`src/rtl/clk_div_multi.sv`:
```
// -----------------------------------------------------------------------------
// clk_div_multi
//   Multi-channel integer clock divider. Every channel runs from i_ref_clk and
//   divides it by its own ratio N. The output is high for ceil(N/2) cycles and
//   low for floor(N/2) cycles. A one-cycle tick marks the start of each period.
//   A new ratio is only taken at a period boundary, so a change never truncates
//   or stretches a half-period. Ratios 0 and 1 pass the reference clock
//   straight through.
//
// Ports
//   i_ref_clk    reference clock (only clock in the block)
//   i_rst        asynchronous active-high reset
//   i_clk_en     per-channel enable, bit ch controls channel ch
//   i_div_ratio  packed ratios, channel ch uses [ch*W +: W]
//   i_sync       single-cycle pulse restarting the period of all running channels
//   o_div_clk    divided clocks
//   o_div_tick   registered one-cycle pulse on the cycle a period starts
// -----------------------------------------------------------------------------
module clk_div_multi #(
    parameter int DIV_RATIO_WIDTH = 8,
    parameter int NUM_CH          = 2
) (
    input  logic                              i_ref_clk,
    input  logic                              i_rst,
    input  logic [NUM_CH-1:0]                 i_clk_en,
    input  logic [NUM_CH*DIV_RATIO_WIDTH-1:0] i_div_ratio,
    input  logic                              i_sync,
    output logic [NUM_CH-1:0]                 o_div_clk,
    output logic [NUM_CH-1:0]                 o_div_tick
);

    localparam int W = DIV_RATIO_WIDTH;

    typedef enum logic {
        ST_IDLE = 1'b0,
        ST_RUN  = 1'b1
    } state_t;

    for (genvar ch = 0; ch < NUM_CH; ch++) begin : g_ch
        state_t         state_q, state_d;
        logic [W-1:0]   r_act_q, r_act_d;
        logic [W-1:0]   cnt_q, cnt_d;
        logic           div_q, div_d;
        logic           tick_q, tick_d;

        logic [W-1:0]   ratio_in;
        logic [W-1:0]   cnt_inc;
        logic [W:0]     half;
        logic           act_small;
        logic           new_hi;
        logic           bypass;
        logic           end_of_period;

        assign ratio_in  = i_div_ratio[ch*W +: W];
        assign cnt_inc   = cnt_q + W'(1);
        // One extra bit so that the largest ratio does not wrap when rounding up.
        assign half      = ({1'b0, r_act_q} + (W+1)'(1)) >> 1;
        assign act_small = ({1'b0, r_act_q} < (W+1)'(2));
        assign new_hi    = ({1'b0, ratio_in} >= (W+1)'(2));
        assign bypass    = (state_q == ST_RUN) && act_small;
        assign end_of_period = act_small || (cnt_q == (r_act_q - W'(1))) || i_sync;

        always_comb begin
            state_d = state_q;
            r_act_d = r_act_q;
            cnt_d   = cnt_q;
            div_d   = div_q;
            tick_d  = tick_q;
            case (state_q)
                ST_IDLE: begin
                    // Track the ratio input continuously so the enabling edge
                    // starts the first period with the ratio present then.
                    r_act_d = ratio_in;
                    cnt_d   = '0;
                    div_d   = 1'b0;
                    tick_d  = 1'b0;
                    if (i_clk_en[ch]) begin
                        state_d = ST_RUN;
                        div_d   = new_hi;
                        tick_d  = 1'b1;
                    end
                end
                ST_RUN: begin
                    if (!i_clk_en[ch]) begin
                        // Disable has priority over sync and period end.
                        state_d = ST_IDLE;
                        cnt_d   = '0;
                        div_d   = 1'b0;
                        tick_d  = 1'b0;
                    end else if (end_of_period) begin
                        // Period start: the only point a new ratio is accepted.
                        cnt_d   = '0;
                        r_act_d = ratio_in;
                        div_d   = new_hi;
                        tick_d  = 1'b1;
                    end else begin
                        cnt_d   = cnt_inc;
                        div_d   = ({1'b0, cnt_inc} < half);
                        tick_d  = 1'b0;
                    end
                end
                default: begin
                    state_d = ST_IDLE;
                end
            endcase
        end

        always_ff @(posedge i_ref_clk or posedge i_rst) begin
            if (i_rst) begin
                state_q <= ST_IDLE;
                r_act_q <= '0;
                cnt_q   <= '0;
                div_q   <= 1'b0;
                tick_q  <= 1'b0;
            end else begin
                state_q <= state_d;
                r_act_q <= r_act_d;
                cnt_q   <= cnt_d;
                div_q   <= div_d;
                tick_q  <= tick_d;
            end
        end

        // Mux select comes only from registers, so the bypass path is glitch-free
        // apart from the reference clock itself.
        assign o_div_clk[ch]  = bypass ? i_ref_clk : div_q;
        assign o_div_tick[ch] = tick_q;
    end

endmodule

```
`config.mk`:
```
export PLATFORM = sky130hd
export DESIGN_NAME = clk_div_multi
export DESIGN_NICKNAME = d
export VERILOG_FILES = /design/src/rtl/clk_div_multi.sv
export SDC_FILE = /design/constraint.sdc
export NUM_CORES = 1
export LEC_CHECK = 0
export ABC_AREA = 1
export ABC_CLOCK_PERIOD_IN_PS = 2170
export CORE_MARGIN = 4
export CORE_UTILIZATION = 53
export CTS_CLUSTER_SIZE = 25
export DETAILED_ROUTE_END_ITERATION = 10
export PLACE_DENSITY = 0.77
export SLEW_MARGIN = 20
export SYNTH_ARGS = -nofsm -noshare
export SYNTH_HDL_FRONTEND = slang
export SYNTH_SLANG_ARGS = --single-unit
export TNS_END_PERCENT = 100
```
`constraint.sdc`:
```
create_clock -name i_ref_clk -period 2.17 [get_ports i_ref_clk]
set_clock_uncertainty 0.15 [all_clocks]
set_input_delay 0.434 -clock i_ref_clk [delete_from_list [all_inputs] [get_ports i_ref_clk]]
set_output_delay 0.434 -clock i_ref_clk [all_outputs]
set_load 0.01 [all_outputs]
```
==> Word-level counts from Yosys, hierarchy flattened <==
Index checks and enable logic that the tools add are counted.
{ "word_totals": {"wordCells": 68, "register_bits": 38} }
{ "classes": {"magnitude_cmp": 6, "n_mux": 30, "add_sub_neg": 6, "n_reduce_logical": 8, "eq_ne": 6, "bitwise": 2} }
{ "op_table": {"columns": ["op", "n"], "rows": [
  ["$mux 8", 8],
  ["$pmux 8 s2", 4],
  ["$add 8x1->9 const B", 2],
  ["$add 8x1->8 const B", 2],
  ["$eq 8x8->1", 2],
  ["$ge 8x2->1 const B", 2],
  ["$lt 8x2->1 const B", 2],
  ["$lt 8x8->1", 2],
  ["$sub 8x1->8 const B", 2],
  ["$mux 1", 14],
  ["$pmux 1 s2", 4],
  ["$logic_or 1x1->1", 4],
  ["$ne 2x1->1 const B", 2],
  ["$ne 2x2->1 const B", 2],
  ["$reduce_and 2->1", 2],
  ["$logic_and 1x1->1", 2],
  ["$not 1->1", 2]
]} }

==> Depth between registers and ports, before layout <==
Gate-level depths: netlist of run 1.
{ "logic_depth": {"ltp_word": 7, "depth_mapped": 14, "ltp_nobuf": 14} }

==> metrics.txt, run 1 <==
Starting Density=0.5582; initial antenna violation count=0; failing checks=setup timing; worst setup path class=reg2reg; global-route wire length before repair=12.08 mm; Most used DFF post-synth=dfrtp_1; drt total wl=8.765 mm; drt initial violations=311; CP required=2.21 ns; sequential share of the synthesized area=0.3273; share of synthesized flip-flops with an asynchronous set or reset=1.000; placement row count=26; crit path DAT=2.37 ns; Routed Antenna Nets=0; crit path max fanout=5; fin crit period=2.337 ns; CTS Root Buffer Type=clkbuf_8; Die Y-Extent=82.04 um; Slew Viols, Final=0; DR pass1 iterations=5; synth warn=0; multi-input logic area=1897 sq um; layout cells sized above 1=0.2936; RSZ-0062 raised after global routing=true; Final period util=1.077; # fillers=304; GRT overflow=0; number of synthesized flops with an enable pin=0; commonest non-fill, non-tap cell in the layout=nand2_1; Hold Crit Class=in2async; status=complete, but fails checks; core area=5205 sq um; vias per std cell=5.575; post-synth net total=438; Die W=82.04 um; Mapped Cells=397; Worst-Margin Slew=0.4976 ns; final core occ=0.7774; via count=3,105; synthesized area per cell=7.318 sq um; WL/cell=15.74 um; cts bufs inserted=5; GP Congestion=0.8835; Cell variety after synth=29; Max transition margin=0.6683; clock buffer depth=2; Clk Latency, worst-skew pair=0.39 ns; hold slack=0.3083 ns; Leakage=2.040 nW; max cap viols=0; nets=527; power density cells=623.4 nW/um^2; FF+latch count, synth=38; Layout Cell Area excl Fill=4046 sq um; Setup crit start kind=register; Final Hold Vio Count=0; clk slew on worst S/H paths=0.09 ns; Fin Setup TNS=-0.4734 ns; worst setup margin=-0.1673 ns; GR Util All Layers=0.2348; I/O Buffers=24; # IOs=25; die footprint=6731 sq um; Setup crit end kind=register; H-tree depth=2; CTS tree=done; Setup Viol. Count Final=7; Peak VDD IR=0.6379 mV; Max Clock Freq=427.9 MHz; # DRC=0; most frequent cells in the layout=nand2_1, buf_4, inv_1, nor2_1, dfrtp_1; largest net degree at the start of global routing=39; CTS Hold Bufs=0; vias in the first global route=2,756; post-DP HPWL=5.123 mm; Reg area=957.2 sq um; number of diodes=0; total chip power=2.523 mW; placed inst area=3487 sq um; P&R area growth vs syn=39.28%; Post-Syn Area=2905 sq um
## Yosys cell counts (all sizes together), types with 3 or more instances
cell type	count	area, sq um
nand3b	3	22.52
o21ai	6	30.03
buf	11	83.83
nand4	5	31.28
nor3	8	50.05
xnor2	7	61.31
ha	20	250.2
a21oi	14	70.07
inv	48	180.2
nand3	39	210.2
dfrtp	38	950.9
nor4	4	37.53
xor2	26	227.7
nand2	119	484.2
nor2	45	191.4
## state kept, by name (all words and copies together) (netlist names)
register	cells
g_ch.state_q	2
g_ch.cnt_q	16
g_ch.tick_q	2
g_ch.r_act_q	16
g_ch.div_q	2
## repair_timing
action | in CTS | in global routing
pin swaps | 10 | 19
gates cloned | 1 | 0
setup buffers | 8 | 15
gates resized for setup | 21 | 44
endpoints found under the setup margin | 5 | 25
## per-layer routing
layer / up-vias / global-route usage / part of all wire / wire length [um]
met1: 1456 / 0.3071 / 0.42 / 3654
met3: 42 / 0.05263 / 0.079 / 695
met4: 0 / 0.09136 / 0.037 / 320
met2: 175 / 0.3764 / 0.47 / 4096
li1: 1432 / - / - / -
met5: - / 0 / 0 / 0
## critical path, cell delays in order (launching register included)
cell	delay, ns
dfrtp_2	0.47
inv_2	0.08
nor3_4	0.20
nand3_2	0.09
buf_4	0.14
buf_4	0.14
xor2_2	0.14
ha_2	0.31
nand2_1	0.05
nor2_1	0.17
a21oi_1	0.10
nand3_1	0.10
a21oi_1	0.07
## where the power goes
| group | switching, mW | internal, mW |
|---|---|---|
| logic | 0.405 | 0.306 |
| clock network | 0.377 | 0.623 |
| registers | 0.0537 | 0.757 |
| total | 0.836 | 1.69 |
## metrics by stage
stage / setup slack, ns / std cells
after floorplan: 0.03445 / 397
after global routing: -0.2097 / 557
after detailed placement: -0.1172 / 524
final: -0.1673 / 557
after CTS: -0.07076 / 542
after global placement: -0.08401 / 524
## logic make-up after synthesis
| family | after synthesis | synth area share |
|---|---|---|
| simple gates | 224 | 0.3557 |
| buf+inv | 60 | 0.09259 |
| compound gates | 22 | 0.03876 |
| xor+xnor | 33 | 0.09948 |
| flops | 38 | 0.3273 |
| fa+ha+maj | 20 | 0.08613 |
## layout make-up
cell class,instances,share of cell area
Clock buffer,12,0.04174
Clock inverter,4,0.01268
Inverter,47,0.04360
Multi-Input combinational cell,299,0.4688
Sequential cell,38,0.2365
Tap cell,70,0.02165
Timing Repair Buffer,87,0.1750
## final timing paths
path / to / slack, ns / cells after the start / from
max in group asynchronous: g_ch[1].r_act_q[1] / 1.05 / 3 / i_rst
setup reg to reg: g_ch[0].div_q / -0.17 / 12 / g_ch[0].r_act_q[1]
setup / recovery: g_ch[0].div_q / -0.17 / 12 / g_ch[0].r_act_q[1]
min in group i_ref_clk: g_ch[1].cnt_q[0] / 0.43 / 2 / g_ch[1].cnt_q[0]
hold / removal: g_ch[1].r_act_q[6] / 0.31 / 3 / i_rst
hold reg to reg: g_ch[1].cnt_q[0] / 0.43 / 2 / g_ch[1].cnt_q[0]
Power figures use the tool's default switching activity.
==> inputs of run 2 (changes only) <==
ABC_AREA = not set   (was 1)
CORE_UTILIZATION = 52   (was 53)
PLACE_DENSITY = 0.76   (was 0.77)
TNS_END_PERCENT = 50   (was 100)
==> metrics.txt, run 2 <==
worst-path cell chain=or4_4, nor4_4, nand2_1, mux2_4, buf_6; max incr delay on CP=0.57 ns; DR pass1 iterations=5; via count=2,573; fin crit period=2.705 ns; Most used DFF post-synth=dfrtp_1; most frequent cell after synthesis=dfrtp_1; Cell variety after synth=49; Die W=79.94 um; CP required=1.59 ns; post-DP HPWL=5.230 mm; most frequent cells in the layout=buf_4, dfrtp_1, xnor2_1, clkdlybuf4s50_1; Hold Crit Class=in2async; post-synth net total=315; drt initial violations=219; sw power=690.6 uW; status=complete, but fails checks; Yosys top cell by area=dfrtp_1; failing checks=setup timing; synth cell count leaders=dfrtp_1, xnor2_1, ha_1; Starting Density=0.5515; Worst-Margin Slew=0.4951 ns; R2R Setup Slk=-0.53 ns; synth warn=0; Switching Fraction=0.3136; Setup Viol. Count Final=38; Critical R2R Launch=g_ch[0].r_act_q[2]; core area=4880 sq um; Leakage=1.722 nW; P&R area growth vs syn=44.26%; vias in the first global route=2,678; Routed Antenna Nets=0; placement row count=25; vias per std cell=5.984; largest cells by area after synthesis=dfrtp_1, ha_1, xnor2_1; Clk Latency, worst-skew pair=0.39 ns; WL/cell=18.80 um; clock group share of total power=0.313; Final period util=1.247; R2R depth=6; worst setup margin=-0.5354 ns; Mapped Cells=274; layout cells sized above 1=0.3719; largest net degree at the start of global routing=39; delay-heaviest family, CP=simple AND/OR/NAND/NOR gates; Place WS=-0.5794 ns; Slew Viols, Final=0; I/O Buffers=24; Fin Setup TNS=-12.79 ns; Logic pwr share=0.322; CTS tree=done; max cap viols=0; Max Clock Freq=369.6 MHz; commonest non-fill, non-tap cell in the layout=buf_4; crit path DAT=2.12 ns; drt total wl=8.082 mm; Internal Power=1.511 mW; # DRC=0; share of synthesized flip-flops with an asynchronous set or reset=1.000; RR Endpoint=g_ch[0].r_act_q[4]; Setup crit start kind=register; CP bufs+invs=1; worst setup path class=reg2out; Yosys top cell area share=0.3533; FF+latch count, synth=38; # IOs=25; RSZ-0062 raised after global routing=true; sequential share of the synthesized area=0.3533; Largest regs=g_ch.cnt_q: 16 flops, g_ch.r_act_q: 16 flops; number of diodes=0; crit path max fanout=3; Max transition margin=0.6700; Setup crit end kind=output port; GRT overflow=0; global-route wire length before repair=13.00 mm; power density cells=567.2 nW/um^2; initial antenna violation count=0; Crit-path slowest cell=or4_4; clk slew on worst S/H paths=0.08 ns; Die Y-Extent=79.94 um; die footprint=6390 sq um; CP Depth=5; sequential share of power=0.365; Final Hold Vio Count=0; nets=404; GP Congestion=0.8438; number of synthesized flops with an enable pin=0; Peak VDD IR=0.4076 mV; synthesized area per cell=9.822 sq um; GR Util All Layers=0.2680; Post-Syn Area=2691 sq um
-- run 2: cell count changes in the layout (fill, tap and decap cells not counted), sizes merged, moves of 6 or more --
cell | before | now
nor3b | 0 | 7
xor2 | 26 | 16
nand3 | 39 | 17
nor2 | 45 | 12
xnor2 | 7 | 25
a32o | 0 | 7
a21oi | 14 | 6
nand2 | 119 | 18
inv | 48 | 11
nor2b | 0 | 6
mux2 | 0 | 11
-- run 2: worst reg2reg max path: cells and delay by family, from the launching register on --
kind / cells / cell delay [ns]
compound gates: 2 / 0.66
simple gates: 3 / 1.04
flops: 1 / 0.41
mux: 1 / 0.32
-- run 2: power groups by stage --
stage	clock (mW)	combinational (mW)	sequential [mW]
final	0.689	0.709	0.804
after global routing	0.742	0.755	0.809
after CTS	0.691	0.665	0.794
after detailed placement	0.0137	0.578	0.805
after global placement	0.0137	0.562	0.803
after floorplan	0.00679	0.362	0.794
-- run 2: per-stage QoR --
step,hold WS [ns],utilization,total power [mW],area (sq um),instances
CTS,0.3144,0.7810,2.151,3811,428
finish,0.3042,0.7956,2.202,3882,430
global route,0.3613,0.7956,2.306,3882,430
detailed placement,0.3450,0.7092,1.397,3461,408
global placement,0.3323,0.7092,1.379,3461,408
floorplan,0.3154,-,1.162,2790,274
-- run 2: layout make-up --
| class | instances | area, sq um |
|---|---|---|
| Clock inverter | 1 | 7.507 |
| Sequential cell | 38 | 953.4 |
| Multi-Input combinational cell | 209 | 1849 |
| Fill cell | 309 | 997.2 |
| Inverter | 11 | 41.29 |
| Timing Repair Buffer | 92 | 797.0 |
| Tap cell | 67 | 83.83 |
| Clock buffer | 12 | 150.1 |
-- run 2: kinds of logic (layout without fill, tap and decap cells) --
kind of cell | Yosys count | after routing | share of synthesized area
simple gates | 96 | 96 | 0.1962
compound gates | 40 | 40 | 0.1139
fa+ha+maj | 20 | 20 | 0.09298
xor+xnor | 41 | 41 | 0.1334
mux | 12 | 12 | 0.06090
buf+inv | 27 | 116 | 0.04928
flops | 38 | 38 | 0.3533
-- run 2: per-layer routing --
layer,global-route usage,routed length [um]
met1,0.3229,3377
met2,0.4512,4095
met3,0.06885,397
met4,0.1115,211
met5,0,0
-- run 2: how the worst max path moves through the flow --
stage / endpoint / from / slack [ns]
floorplan: g_ch[0].r_act_q[0] / g_ch[0].r_act_q[3] / -0.48
global placement: g_ch[0].r_act_q[3] / g_ch[0].r_act_q[2] / -0.49
detailed placement: g_ch[0].r_act_q[4] / g_ch[0].r_act_q[2] / -0.58
CTS: o_div_clk[0] / g_ch[0].r_act_q[2] / -0.57
global route: o_div_clk[0] / g_ch[0].r_act_q[4] / -0.60
finish: o_div_clk[0] / g_ch[0].r_act_q[4] / -0.54
-- run 2: timing repair --
item,4_1_cts,5_1_grt
hold buffers,0,0
pin swaps,24,5
setup buffers,8,2
endpoints found under the setup margin,38,38
gates resized for setup,44,14
gates cloned,1,0
